===== src/rtl/video_timing_gen.sv =====
// Raster timing controller: HS/VS/DE, pixel coordinates and a pre-DE fetch strobe.
// Optional colour-bar generator enabled by VTG_TEST_PATTERN_EN.
module video_timing_gen #(
  parameter int H_ACTIVE = 640,
  parameter int H_FP     = 16,
  parameter int H_SYNC   = 96,
  parameter int H_BP     = 48,
  parameter int V_ACTIVE = 480,
  parameter int V_FP     = 10,
  parameter int V_SYNC   = 2,
  parameter int V_BP     = 33,
  parameter int SYNC_POL = 0
) (
  input  logic        PixelClock,
  input  logic        Rst_n,
  input  logic        Enable,
  output logic        DataReq,
  output logic        H_Sync,
  output logic        V_Sync,
  output logic        DE,
  output logic [11:0] PixelX,
  output logic [11:0] PixelY,
  output logic        FrameStart,
  output logic        Busy
`ifdef VTG_TEST_PATTERN_EN
  ,
  output logic [7:0]  RedData,
  output logic [7:0]  GreenData,
  output logic [7:0]  BlueData
`endif
);

  localparam int H_TOTAL = H_ACTIVE + H_FP + H_SYNC + H_BP;
  localparam int V_TOTAL = V_ACTIVE + V_FP + V_SYNC + V_BP;

  localparam logic [11:0] HA  = 12'(H_ACTIVE);
  localparam logic [11:0] HS0 = 12'(H_ACTIVE + H_FP);
  localparam logic [11:0] HS1 = 12'(H_ACTIVE + H_FP + H_SYNC);
  localparam logic [11:0] HL  = 12'(H_TOTAL - 1);
  localparam logic [11:0] VA  = 12'(V_ACTIVE);
  localparam logic [11:0] VS0 = 12'(V_ACTIVE + V_FP);
  localparam logic [11:0] VS1 = 12'(V_ACTIVE + V_FP + V_SYNC);
  localparam logic [11:0] VL  = 12'(V_TOTAL - 1);

  localparam logic ACT_LVL = (SYNC_POL != 0);
  localparam logic IDL_LVL = ~ACT_LVL;

  typedef enum logic {IDLE, RUN} state_e;

  state_e      state_q, state_d;
  logic [11:0] hcnt_q, hcnt_d;
  logic [11:0] vcnt_q, vcnt_d;
  logic        de_q, de_d;
  logic        hs_q, hs_d;
  logic        vs_q, vs_d;
  logic        fs_q, fs_d;
  logic [11:0] px_q, px_d;
  logic [11:0] py_q, py_d;
  logic        run, act, hs, vs, last;

  always_comb begin
    run  = (state_q == RUN);
    act  = (hcnt_q < HA) && (vcnt_q < VA);
    hs   = (hcnt_q >= HS0) && (hcnt_q < HS1);
    vs   = (vcnt_q >= VS0) && (vcnt_q < VS1);
    last = (hcnt_q == HL) && (vcnt_q == VL);

    state_d = state_q;
    hcnt_d  = hcnt_q;
    vcnt_d  = vcnt_q;
    unique case (state_q)
      IDLE: begin
        hcnt_d = '0;
        vcnt_d = '0;
        if (Enable) state_d = RUN;
      end
      RUN: begin
        if (hcnt_q == HL) begin
          hcnt_d = '0;
          vcnt_d = (vcnt_q == VL) ? 12'd0 : vcnt_q + 12'd1;
        end else begin
          hcnt_d = hcnt_q + 12'd1;
        end
        if (last && !Enable) state_d = IDLE;
      end
      default: state_d = IDLE;
    endcase

    // Everything below lags the decodes by one cycle, like DE.
    de_d = run && act;
    hs_d = (run && hs) ? ACT_LVL : IDL_LVL;
    vs_d = (run && vs) ? ACT_LVL : IDL_LVL;
    fs_d = run && (hcnt_q == 12'd0) && (vcnt_q == 12'd0);
    px_d = de_d ? hcnt_q : px_q;
    py_d = de_d ? vcnt_q : py_q;
  end

  always_ff @(posedge PixelClock or negedge Rst_n) begin
    if (!Rst_n) begin
      state_q <= IDLE;
      hcnt_q  <= '0;
      vcnt_q  <= '0;
      de_q    <= 1'b0;
      hs_q    <= IDL_LVL;
      vs_q    <= IDL_LVL;
      fs_q    <= 1'b0;
      px_q    <= '0;
      py_q    <= '0;
    end else begin
      state_q <= state_d;
      hcnt_q  <= hcnt_d;
      vcnt_q  <= vcnt_d;
      de_q    <= de_d;
      hs_q    <= hs_d;
      vs_q    <= vs_d;
      fs_q    <= fs_d;
      px_q    <= px_d;
      py_q    <= py_d;
    end
  end

  assign DataReq    = run && act;
  assign Busy       = run;
  assign DE         = de_q;
  assign H_Sync     = hs_q;
  assign V_Sync     = vs_q;
  assign FrameStart = fs_q;
  assign PixelX     = px_q;
  assign PixelY     = py_q;

`ifdef VTG_TEST_PATTERN_EN
  localparam logic [11:0] BAR_W = 12'(H_ACTIVE / 8);

  logic [2:0]  bar_idx_q, bar_idx_d;
  logic [11:0] bar_px_q, bar_px_d;
  logic [7:0]  r_q, r_d, g_q, g_d, b_q, b_d;

  // bar_idx_q/bar_px_q track the current hcnt; the last bar never advances.
  always_comb begin
    bar_idx_d = bar_idx_q;
    bar_px_d  = bar_px_q;
    if (hcnt_d == 12'd0) begin
      bar_idx_d = '0;
      bar_px_d  = '0;
    end else if (run && (hcnt_q < HA)) begin
      if ((bar_px_q == BAR_W - 12'd1) && (bar_idx_q != 3'd7)) begin
        bar_idx_d = bar_idx_q + 3'd1;
        bar_px_d  = '0;
      end else begin
        bar_px_d  = bar_px_q + 12'd1;
      end
    end
    r_d = de_d ? {8{~bar_idx_q[1]}} : 8'h00;
    g_d = de_d ? {8{~bar_idx_q[2]}} : 8'h00;
    b_d = de_d ? {8{~bar_idx_q[0]}} : 8'h00;
  end

  always_ff @(posedge PixelClock or negedge Rst_n) begin
    if (!Rst_n) begin
      bar_idx_q <= '0;
      bar_px_q  <= '0;
      r_q       <= '0;
      g_q       <= '0;
      b_q       <= '0;
    end else begin
      bar_idx_q <= bar_idx_d;
      bar_px_q  <= bar_px_d;
      r_q       <= r_d;
      g_q       <= g_d;
      b_q       <= b_d;
    end
  end

  assign RedData   = r_q;
  assign GreenData = g_q;
  assign BlueData  = b_q;
`endif

endmodule


===== config.mk =====
export PLATFORM = sky130hd
export DESIGN_NAME = video_timing_gen
export DESIGN_NICKNAME = d
export VERILOG_FILES = /design/src/rtl/video_timing_gen.sv
export SDC_FILE = /design/constraint.sdc
export NUM_CORES = 1
export LEC_CHECK = 0
export CAP_MARGIN = 10
export CORE_MARGIN = 1
export CORE_UTILIZATION = 40
export DETAILED_ROUTE_END_ITERATION = 10
export GPL_ROUTABILITY_DRIVEN = 0
export SKIP_LAST_GASP = 1
export SYNTH_ARGS = -nofsm -noshare
export SYNTH_HDL_FRONTEND = slang
export SYNTH_SLANG_ARGS = --single-unit

===== constraint.sdc =====
create_clock -name PixelClock -period 2.2 [get_ports PixelClock]
set_input_delay 0.44 -clock PixelClock [delete_from_list [all_inputs] [get_ports PixelClock]]
set_output_delay 0.44 -clock PixelClock [all_outputs]
set_load 0.01 [all_outputs]

==> run summary, run 1 <==
status -> finished, final reports clean
critical path class -> reg2out
actual slew at the worst max-slew pin -> 0.8867 ns
Sink Count -> 53
Root Buffer -> clkbuf_8
# DRC -> 0
Initial Utilization -> 41.59%
final worst path period share -> 95.49%
Syn Area/Cell -> 11.14 um2
Core Box Area -> 0.005921 mm2
vias in the first global route -> 1702
via count -> 1895
fillers -> 530
met2 routed WL -> 2.423 mm
Worst-path clk slew -> 0.09 ns
Yosys reg bits -> 53
Cell Count, Final, Fillers Out -> 349
antenna violations before repair -> 0
placed cell count -> 340
Power Dens Cells -> 732.6 mW/mm2
EDFF count, synth -> 0
Post-Synth Adder-Cell Area -> 2.033%
Static Leak -> 1.331 nW
area fraction of the dominant cell type after synthesis -> 51.83%
DRT Wirelength -> 5.475 mm
logic gate share of total power -> 22.9%
Slew Limit Fails -> 0
Die Ht -> 80.46 um
Synth Instances -> 221
Rows -> 28
Iter 0 DRT Violations -> 215
# Max-Cap Violations -> 0
NetSw -> 672.6 uW
Port Buffer Count -> 32
Register Area -> 0.001330 mm2
critical path data arrival time -> 1.66 ns
TritonCTS Buffers -> 5
CTS tree -> done
die area -> 0.006474 mm2
number of nets in the layout -> 280
largest net degree at the start of global routing -> 54
Async S/R FF share, synth -> 100.0%
startpoint class of the critical path -> register
Synth Area in XOR/XNOR -> 3.557%
Design Power -> 2.279 mW
io pins -> 33
first-pass GRT wire length -> 9.239 mm
mapped cell area -> 0.002462 mm2
crit-path max FO -> 2
post-synthesis simple-gate area fraction -> 19.77%
layout cells sized above 1 -> 22.99%
post-DP HPWL -> 3.735 mm
Synth Area in Compound Gates -> 8.537%
WL/cell -> 15.69 um
RSZ-0062 raised after global routing -> no
Pint -> 1.606 mW
part of the power in registers -> 53.2%
final hold vios -> 0
sequential share of the synthesized area -> 53.96%
Setup TNS -> 0 ns
worst r2r src -> hcnt_q[10]
die width -> 80.46 um
Clock Tree Buf Depth -> 2
H-tree depth -> 2
area leader, netlist -> dfrtp_1
power share of the clock group -> 23.9%
Syn Nets -> 228
gr ovfl total -> 0
Crit path required time -> 1.76 ns
Worst Setup SP -> vcnt_q[9]
area of the multi-input gates -> 0.001052 mm2
Area contributors post-synth -> dfrtp_1 (52%), mux2_2 (7.3%), xnor2_1 (3.2%)
M1 WL -> 2.751 mm
largest family of logic cells by synthesized area -> simple AND/OR/NAND/NOR gates
routed vias/inst -> 5.430
class of the worst hold path -> in2async
ys flop type -> dfrtp_1
hold buffer count at cts -> 0
fmax -> 0.4760 GHz
crit end category -> output port
TritonRoute pass-1 iters -> 4
peak supply drop -> 360.2 uV
Sw Ratio -> 29.52%
met3 WL -> 204 um
Diodes inserted -> 0
Slew headroom -> 40.11%
post-layout min period -> 2.101 ns
antenna violation net count after detailed routing -> 0
Skew-Pair Late Insertion Delay -> 0.31 ns
multiplexer share of the synthesized area -> 8.130%
Layout area overhead -> 26.32%
uppermost routed layer -> met4
Clock Skews -> 0.006032 ns
# setup viols final -> 0
post-layout util -> 52.54%
synth unique cells -> 46
Syn. warnings -> 0
overall routing resource usage -> 18.92%
-- cell usage after synthesis, types with 3 or more instances --
library cell / n
and4_1: 3
a21oi_1: 3
nor3_1: 4
o21ai_0: 3
inv_1: 9
clkbuf_1: 9
nor4_1: 5
and2_1: 6
nand4_1: 12
nand2_1: 13
nand3_1: 11
o31ai_1: 4
xnor2_1: 9
dfrtp_1: 51
ha_1: 4
a31oi_1: 4
mux2_2: 16
nor2_1: 15
buf_2: 4
-- power by group through the flow --
stage | Clock (mW) | Combinational [mW] | Sequential (mW)
finish | 0.544 | 0.522 | 1.21
global route | 0.591 | 0.575 | 1.23
CTS | 0.561 | 0.527 | 1.21
detailed placement | 0 | 0.525 | 1.23
global placement | 0 | 0.513 | 1.23
floorplan | 0 | 0.299 | 1.22
-- layout make-up --
type / instances / share of cell area, %
timing repair buffer: 59 / 16.61
clock inverter: 1 / 0.2414
clock buffer: 7 / 2.454
tap: 75 / 3.017
sequential: 53 / 42.76
multi-input combinational: 145 / 33.83
inverter: 9 / 1.086
-- layer usage --
metal,global-route usage (%),up-vias
li1,-,901
met5,0,-
met3,3.977,10
met1,29.52,931
met4,7.500,0
met2,24.92,53
-- flip-flops by register name, indices dropped and copies added (netlist names) --
name	cells
PixelX	12
PixelY	12
hcnt_q	12
vcnt_q	12
Busy	1
DE	1
FrameStart	1
H_Sync	1
V_Sync	1
-- critical path, cell delays in order, from the launching register on --
cell and delay, ns:
dfrtp_1 0.40, nor3_1 0.19, buf_4 0.15, nand4_1 0.11, nand2b_4 0.17, inv_1 0.07
dlygate4sd2_1 0.27
-- final timing paths --
| path | cells past startpoint | slack, ns | end |
|---|---|---|---|
| hold reg to reg | 1 | 0.49 | PixelY[9] |
| max in group asynchronous | 2 | 1.49 | hcnt_q[10] |
| min in group PixelClock | 1 | 0.49 | PixelY[9] |
| hold / removal | 2 | 0.24 | vcnt_q[5] |
| setup / recovery | 6 | 0.1 | DataReq |
| setup reg to reg | 3 | 0.12 | Busy |
-- what timing repair did --
item / in CTS / in global routing
setup buffers: 0 / 1
gates resized for setup: 3 / 2
pin swaps: 0 / 1
endpoints found under the setup margin: 1 / 5
gates cloned: 0 / 0
-- cells in the final DEF, fill, tap and decap left out, drive strengths merged, types with 3 or more instances in the layout --
master	count
a21oi	3
a31oi	4
and2	7
and4	3
buf	28
clkbuf	7
clkdlybuf4s50	30
dfrtp	51
ha	4
inv	9
mux2	16
nand2	14
nand3	11
nand4	12
nor2	15
nor3	4
nor4	6
o21ai	4
o31ai	4
or3	3
or4	3
xnor2	9
-- logic make-up (layout without fill, tap and decap cells) --
kind of cell / after synthesis / count (layout)
and+or+nand+nor: 85 / 85
DFF: 53 / 53
adders and majority gates: 4 / 4
muxes: 18 / 18
xor gates and xnor gates: 10 / 10
AOI/OAI and AO/OA: 28 / 28
buffers and inverters: 23 / 76
-- per-stage QoR --
stage | cell area, um2 | setup WS, ns | hold slack (ns)
after floorplan | 2462 | 0.1735 | 0.1444
after global placement | 3002 | 0.1097 | 0.4697
after detailed placement | 3002 | 0.06122 | 0.4702
after CTS | 3090 | 0.04023 | 0.2771
after global routing | 3110 | 0.01748 | 0.3033
final | 3110 | 0.09921 | 0.2360
Power figures use the tool's default switching activity.
==> inputs of run 2 (changes only) <==
--- a/config.mk
+++ b/config.mk
@@ -9,7 +9,9 @@
 export CORE_MARGIN = 1
 export CORE_UTILIZATION = 40
 export DETAILED_ROUTE_END_ITERATION = 10
+export DONT_BUFFER_PORTS = 1
 export GPL_ROUTABILITY_DRIVEN = 0
+export REMOVE_ABC_BUFFERS = 1
 export SKIP_LAST_GASP = 1
 export SYNTH_ARGS = -nofsm -noshare
 export SYNTH_HDL_FRONTEND = slang
==> run 2 against run 1 <==
Against the previous run:
- non-clock buffer count decreased by 35
- hold slack barely moved
- wire length shrank 3.0%
- sequential share of layout area is 4.3 points higher
- global-route usage decreased by 0.19 points
- clock power grew 24%
- critical path type unchanged
- utilization is 4.9 points lower
- final cell count is 10% lower
- die area unchanged
==> run summary, run 2 (synthesis gave the netlist of run 1 again) <==
commonest non-fill, non-tap cell in the layout -> dfrtp_1
Clock Skews -> 0.005839 ns (-0.0001932 ns)
crit path buf inv count -> 2 (-1)
Iter 0 DRT Violations -> 94 (-56%)
critical path data arrival time -> 1.65 ns (about the same)
peak supply drop -> 553.6 uV (+54%)
Core Box Area -> 0.005921 mm2 (unchanged)
status -> finished, final reports clean
number of nets in the layout -> 245 (-13%)
WL/cell -> 16.91 um (+7.8%)
io pins -> 33 (unchanged)
class of the worst hold path -> in2reg
Skew-Pair Late Insertion Delay -> 0.31 ns (about the same)
Clock Tree Buf Depth -> 2 (unchanged)
routed vias/inst -> 5.506 (+1.4%)
actual slew at the worst max-slew pin -> 0.5698 ns (-0.3168 ns)
post-DP HPWL -> 3.593 mm (-3.8%)
crit end category -> output port
Port Buffer Count -> 0 (-100%)
# Max-Cap Violations -> 0 (unchanged)
Slew Limit Fails -> 0 (unchanged)
Worst Setup SP -> hcnt_q[10]
die width -> 80.46 um (unchanged)
min-delay src -> Enable
Crit path largest cell delay -> 0.39 ns (about the same)
setup ws final -> 0.1120 ns (+0.01281 ns)
TritonCTS Buffers -> 5 (unchanged)
most frequent cells in the layout -> dfrtp_1 (51), buf_4 (22), mux2_2 (16)
antenna violations before repair -> 0 (unchanged)
startpoint class of the critical path -> register
via count -> 1729 (-8.8%)
# DRC -> 0 (unchanged)
largest net degree at the start of global routing -> 54 (unchanged)
Rows -> 28 (unchanged)
Crit path required time -> 1.76 ns (about the same)
Sink Count -> 53 (unchanged)
die area -> 0.006474 mm2 (unchanged)
worst r2r src -> hcnt_q[10]
first-pass GRT wire length -> 9.080 mm (-1.7%)
layout cells sized above 1 -> 24.69% (+1.7 points)
H-tree depth -> 2 (unchanged)
Root Buffer -> clkbuf_8
post-layout min period -> 2.088 ns (-0.01281 ns)
fillers -> 547 (+3.2%)
Layout area overhead -> 14.58%
Crit-path slowest cell -> dfrtp_1
DRT Wirelength -> 5.310 mm (-3.0%)
gr ovfl total -> 0 (unchanged)
Setup TNS -> 0 ns (unchanged)
vias in the first global route -> 1752 (+2.9%)
Cell Chain, Critical Path -> buf_4 -> a211oi_4 -> nand4_1 -> nand2b_1 -> inv_2
post-layout util -> 47.65% (-4.9 points)
TritonRoute pass-1 iters -> 5 (+1)
fmax -> 0.4789 GHz (+0.61%)
critical path class -> reg2out
cell family with most CP delay -> simple AND/OR/NAND/NOR gates
CTS tree -> done
post-place setup slack -> 0.1338 ns (+0.07259 ns)
Initial Utilization -> 41.59% (unchanged)
hold_ws -> 0.2358 ns (-0.0002090 ns)
Diodes inserted -> 0 (unchanged)
Power Dens Cells -> 806.5 mW/mm2 (+10%)
Die Ht -> 80.46 um (unchanged)
Slew headroom -> 61.51% (+21 points)
overall routing resource usage -> 18.72% (-0.19 points)
antenna violation net count after detailed routing -> 0 (unchanged)
final hold vios -> 0 (unchanged)
crit-path max FO -> 4 (+2)
# setup viols final -> 0 (unchanged)
Worst-path clk slew -> 0.10 ns (about the same)
final worst path period share -> 94.91% (-0.58 points)
Static Leak -> 1.226 nW (-7.9%)
RSZ-0062 raised after global routing -> no
## run 2: through the flow
step           total power [mW]  instances  area, um2
3_5_place_dp              1.596        303       2649
4_1_cts                   2.300        314       2814
5_1_grt                   2.396        314       2821
3_3_place_gp              1.588        303       2649
2_1_floorplan             1.499        207       2397
6_report                  2.275        314       2821
## run 2: path summary, 6_finish.rpt
kind                         endpoint  slack (ns)  cells after the start
max                           DataReq        0.11                      5
min                              Busy        0.24                      1
max reg2reg                vcnt_q[10]        0.12                      4
min reg2reg                 hcnt_q[0]        0.56                      2
max in group asynchronous      V_Sync        1.28                      2
min in group asynchronous   PixelX[2]        0.64                      2
## run 2: report_power, final
part	switching (mW)	internal, mW	leakage, nW	total (mW)
combinational	0.163	0.177	0.476	0.340
sequential	0.169	1.09	0.695	1.26
clock	0.332	0.341	0.0543	0.673
## run 2: area by class of cell
type | instances | area [um2] | area share, %
clock buffer | 5 | 68.82 | 2.439
clock inverter | 3 | 46.29 | 1.641
inverter | 9 | 33.78 | 1.197
multi-input combinational | 145 | 1047 | 37.12
sequential | 53 | 1329 | 47.10
tap | 75 | 93.84 | 3.326
timing repair buffer | 24 | 202.7 | 7.184
## run 2: what timing repair did
item | CTS | global route
gates resized for setup | 1 | 2
buffers inserted | 1 | 0
setup endpoints to repair | 1 | 1
hold endpoints to repair | 53 | 0
pin swaps | 1 | 1
hold buffers | 2 | 0
## run 2: layer usage
metal | wire length (um) | GRT usage [%]
met1 | 2437 | 25.14
met2 | 2552 | 29.58
met3 | 267 | 5.227
met4 | 53 | 4.821
met5 | 0 | 0
